==> config.mk <==
export PLATFORM = sky130hd
export DESIGN_NAME = disp_share_arbiter
export DESIGN_NICKNAME = d
export VERILOG_FILES = /design/src/rtl/disp_share_arbiter.sv
export SDC_FILE = /design/constraint.sdc
export NUM_CORES = 1
export LEC_CHECK = 0
export ABC_AREA = 0
export CAP_MARGIN = 10
export CORE_AREA = 2 2 94 96
export DETAILED_ROUTE_END_ITERATION = 10
export DIE_AREA = 0 0 96 98
export GPL_TIMING_DRIVEN = 0
export PLACE_DENSITY = 0.72
export SLEW_MARGIN = 20
export SYNTH_ARGS = -nofsm -noshare
export SYNTH_HDL_FRONTEND = slang
export SYNTH_SLANG_ARGS = --single-unit
==> constraint.sdc <==
create_clock -name clk -period 2.1 [get_ports clk]
set_input_delay 0.21 -clock clk [delete_from_list [all_inputs] [get_ports clk]]
set_output_delay 0.21 -clock clk [all_outputs]
set_load 0.02 [all_outputs]
==> src/rtl/disp_share_arbiter.sv <==
// rtl/disp_share_arbiter.sv - round-robin time-share of the hex display between NREQ requesters
// Optional requester-0 preemption is enabled by defining DISP_ARB_PREEMPT_EN.
module disp_share_arbiter #(
    parameter int          NREQ         = 4,
    parameter int          DWELL_CYCLES = 100000000,
    parameter logic [15:0] IDLE_VALUE   = 16'h0000,
    localparam int         IDXW         = $clog2(NREQ)
) (
    input  logic                 clk,
    input  logic                 reset,
    input  logic [NREQ-1:0]      req,
    input  logic [16*NREQ-1:0]   data,
    input  logic                 lock,
    output logic [15:0]          hex,
    output logic                 hex_valid,
    output logic [NREQ-1:0]      grant,
    output logic [IDXW-1:0]      owner,
    output logic [NREQ-1:0]      done
);

    localparam int CW = $clog2(DWELL_CYCLES);

    typedef enum logic {
        ST_IDLE = 1'b0,
        ST_SHOW = 1'b1
    } state_t;

    state_t             state_q;
    logic [IDXW-1:0]    ptr_q;
    logic [IDXW-1:0]    owner_q;
    logic [CW-1:0]      cnt_q;
    logic [15:0]        hex_q;
    logic               valid_q;
    logic [NREQ-1:0]    grant_q;
    logic [NREQ-1:0]    done_q;

    logic               win_found_d;
    logic [IDXW-1:0]    win_idx_d;
    logic               expire;
    logic               drop;
    logic               preempt;

    // Scan downward so the last hit kept is the one closest after the pointer;
    // the pointer itself (current owner) is therefore considered last.
    always_comb begin
        win_found_d = 1'b0;
        win_idx_d   = '0;
        for (int i = NREQ; i >= 1; i--) begin
            int s;
            logic [IDXW-1:0] cand;
            s = int'(ptr_q) + i;
            if (s >= NREQ) begin
                s = s - NREQ;
            end
            cand = IDXW'(s);
            if (req[cand]) begin
                win_found_d = 1'b1;
                win_idx_d   = cand;
            end
        end
    end

    assign expire = (cnt_q == CW'(DWELL_CYCLES - 1)) && !lock;
    assign drop   = !req[owner_q];

`ifdef DISP_ARB_PREEMPT_EN
    assign preempt = req[0] && (owner_q != '0);
`else
    assign preempt = 1'b0;
`endif

    always_ff @(posedge clk) begin
        if (!reset) begin
            state_q <= ST_IDLE;
            ptr_q   <= IDXW'(NREQ - 1);
            owner_q <= '0;
            cnt_q   <= '0;
            hex_q   <= IDLE_VALUE;
            valid_q <= 1'b0;
            grant_q <= '0;
            done_q  <= '0;
        end else begin
            done_q <= '0;
            case (state_q)
                ST_IDLE: begin
                    if (win_found_d) begin
                        state_q <= ST_SHOW;
                        ptr_q   <= win_idx_d;
                        owner_q <= win_idx_d;
                        grant_q <= NREQ'(1) << win_idx_d;
                        hex_q   <= data[{win_idx_d, 4'b0000} +: 16];
                        valid_q <= 1'b1;
                        cnt_q   <= '0;
                    end
                end
                ST_SHOW: begin
                    hex_q <= data[{owner_q, 4'b0000} +: 16];
                    if (preempt) begin
                        ptr_q   <= '0;
                        owner_q <= '0;
                        grant_q <= NREQ'(1);
                        hex_q   <= data[15:0];
                        cnt_q   <= '0;
                    end else if (expire || drop) begin
                        if (!drop) begin
                            done_q <= grant_q;
                        end
                        if (win_found_d) begin
                            ptr_q   <= win_idx_d;
                            owner_q <= win_idx_d;
                            grant_q <= NREQ'(1) << win_idx_d;
                            hex_q   <= data[{win_idx_d, 4'b0000} +: 16];
                            cnt_q   <= '0;
                        end else begin
                            state_q <= ST_IDLE;
                            owner_q <= '0;
                            grant_q <= '0;
                            hex_q   <= IDLE_VALUE;
                            valid_q <= 1'b0;
                            cnt_q   <= '0;
                        end
                    end else if (!lock) begin
                        cnt_q <= cnt_q + CW'(1);
                    end
                end
                default: state_q <= ST_IDLE;
            endcase
        end
    end

    assign hex       = hex_q;
    assign hex_valid = valid_q;
    assign grant     = grant_q;
    assign owner     = owner_q;
    assign done      = done_q;

endmodule

==> results.md <==
- Outcome: finished, final reports clean
- DP HPWL: just over 7000 um
- Critical path, cell by cell: mux4_2 > buf_4 > a31oi_4 > nand3_2 > or3_1 > a21oi_2
- Initial antenna violation count: 0
- Seq cells post-synth: between 50 and 60
- Remaining DRCs: 0
- WL/cell: 16.1 um
- Post-route setup TNS: 0 ns
- Max VDD drop: 0.389 mV
- RSZ-0062 raised after global routing: yes
- Worst path arrival time: 2.35 ns
- Worst Tran Pin Value: 0.574 ns
- Highest-delay cell along the critical path: mux4_2
- Tcrit/Tclk final: 0.988
- CTS sink count: 57
- Most frequent cell after synthesis: dfxtp_1
- Avg Inst Size Synth: between 9 and 10 um2
- Initial DRC Count: slightly below 90
- Die Span Y: between 90 and 100 um
- Total power: 3530 uW
- P_leak: approximately 0.0019 uW
- Crit Path Class: reg -> reg
- Hold Crit Class: in -> reg
- Max stage delay on crit path: 0.55 ns
- H-tree depth: 3
- Sequential area share after synthesis: 0.320
- Antenna Cells: 0
- CP Buf/Inv Count: 1
- PortBufs: between 90 and 100
- Clock tree buffer depth: 2
- PD cells: between 600 and 700 mW/mm2
- Initial Utilization: 0.422
- Vias in the first global route: approximately 3500
- Main synth FF type: dfxtp_1
- Fill cells: 700
- Final nets: 573
- Core area: 0.00847 mm2
- Mapped Area: ~0.0036 mm2
- Critical path's top delay family: multiplexers
- Final GP Congestion: 0.832
- Full die area: approximately 0.0094 mm2
- Most common library cells after synthesis: dfxtp_1 (57), mux2i_1 (32), nor2_1 (30), o21ai_0 (26), a21oi_1 (22)
- Required @ worst endpoint: roughly 2.4 ns
- Area of the multi-input gates: approximately 0.0024 mm2
- Clock transition at path regs: around 0.07 ns
- Global route overflow: 0
- Final min period: between 2 and 2.5 ns
- Max Slew Vio Count: 0
- Seq. cell area: 0.00115 mm2
- Rel. slew slack: 0.614
- CP endpoint kind: flop
- Overall Global Routing Usage: 0.218
- Vias: roughly 3400
- Netlist cell types: 46
- Clk_lat worst skew: 0.34 ns
- Startpoint Class: flop
- CTS root buf: clkbuf_8
- CTS tree: done
- Via density: roughly 5.5
- Largest area contributor in the netlist: dfxtp_1
- Clock Skew: 0.00961 ns
- Area grow syn2layout: 43.3%
- Syn. warnings: 0
- Post-Synthesis Net Count: between 400 and 500
- Number of enable flip-flop cells after synthesis: 0
- Hold Fails Final Rpt: 0
- Cells taking the most area after synthesis: dfxtp_1 (32%), mux2i_1 (9.0%), mux4_2 (8.8%)
- Die W: approximately 96 um
- Async SR Flop Fraction: 0
- Post-synth top area share: 0.320
- Mapped Cells: between 300 and 400
- Final setup viols: 0
- CTS Buf Count: 9
- Largest net degree at the start of global routing: 11
- First-pass GRT wire length: 16100 um
- DR pass1 iterations: 4
- Row count: 34
- Antenna viol nets, final: 0
- Max-Cap Viols: 0
- I/O Pins: between 90 and 100
- Critical Path Fanout Max: 4
- Fmax: 0.482 GHz
- Share of layout cells above drive strength 1: 0.194
- Wirelength, routed: around 9900 um
[cell type report]
type	instances	share of cell area
Sequential cell	57	0.224
Timing Repair Buffer	107	0.205
Tap cell	108	0.0264
Multi-Input combinational cell	297	0.465
Buffer	20	0.0269
Inverter	8	0.00587
Clock inverter	4	0.0144
Clock buffer	12	0.0323
[per-layer routing]
layer,up-vias,share of wire,track usage
li1,1652,-,-
met1,1600,0.41,0.249
met2,103,0.51,0.369
met3,15,0.063,0.0640
met4,0,0.017,0.104
met5,-,0,0
[worst min-delay path, stage by stage]
cell and delay (ns):
clkbuf_1 0.25, nand2_1 0.21, inv_1 0.05
[final timing paths]
check                start   endpoint  slack [ns]  cells past startpoint
hold reg to reg   grant[2]   grant[2]        0.47                      2
hold / removal       reset    state_q        0.42                      3
setup reg to reg  owner[0]  cnt_q[16]        0.02                      6
setup / recovery  owner[0]  cnt_q[16]        0.02                      6
[power by group]
part / total, uW / switching (uW) / internal, uW
Sequential: 1220 / 54.6 / 1160
Combinational: 1100 / 497 / 600
Clock: 1220 / 453 / 765
Total: 3530 / 1000 / 2530
[per-stage QoR]
step                      utilization  instance area, um2  std cells  hold slack (ns)  setup WS, ns
after floorplan                     -                3580        384            0.430        0.0104
after global placement          0.552                4670        588            0.462        -0.547
after detailed placement        0.552                4670        588            0.464        -0.621
after CTS                       0.589                4980        605            0.408       -0.0266
after global routing            0.604                5120        613            0.456      -0.00785
final                           0.604                5120        613            0.418        0.0242
[logic make-up (layout without fill, tap and decap cells)]
kind of cell               count (synthesis)  after routing  synth area share
buffers and inverters                     30            151            0.0375
adders and majority gates                  2              2           0.00701
xor gates and xnor gates                  19             19            0.0466
AOI/OAI and AO/OA                         83             83             0.143
and+or+nand+nor                          128            128             0.196
muxes                                     65             65             0.251
DFF                                       57             57             0.320
[state kept, by name (all words and copies together), names as in the netlist]
signal,cells
cnt_q,27
done,4
grant,4
hex,16
hex_valid,1
owner,2
ptr_q,2
state_q,1
[layout by cell type, fill, tap and decap left out, drive strengths merged, types with 4 or more instances in the layout]
| cell type | instances |
|---|---|
| inv | 8 |
| dfxtp | 57 |
| mux2 | 16 |
| and2 | 8 |
| nor2b | 5 |
| nand4 | 5 |
| o22ai | 17 |
| a21oi | 24 |
| buf | 21 |
| o21ai | 27 |
| nand3 | 17 |
| and4 | 5 |
| and3 | 5 |
| clkbuf | 22 |
| xor2 | 11 |
| nor2 | 31 |
| nand2 | 18 |
| mux4 | 17 |
| clkdlybuf4s50 | 94 |
| xnor2 | 8 |
| a21boi | 4 |
| nand2b | 18 |
| nor4 | 5 |
| mux2i | 32 |
[repair_timing]
item                                    in CTS  in global routing
buffers inserted                             2                  9
resized for setup                           23                 22
endpoints found under the setup margin      47                 50
pin swaps                                    1                  6
hold buffers                                 0                  0
Power figures use the tool's default switching activity.
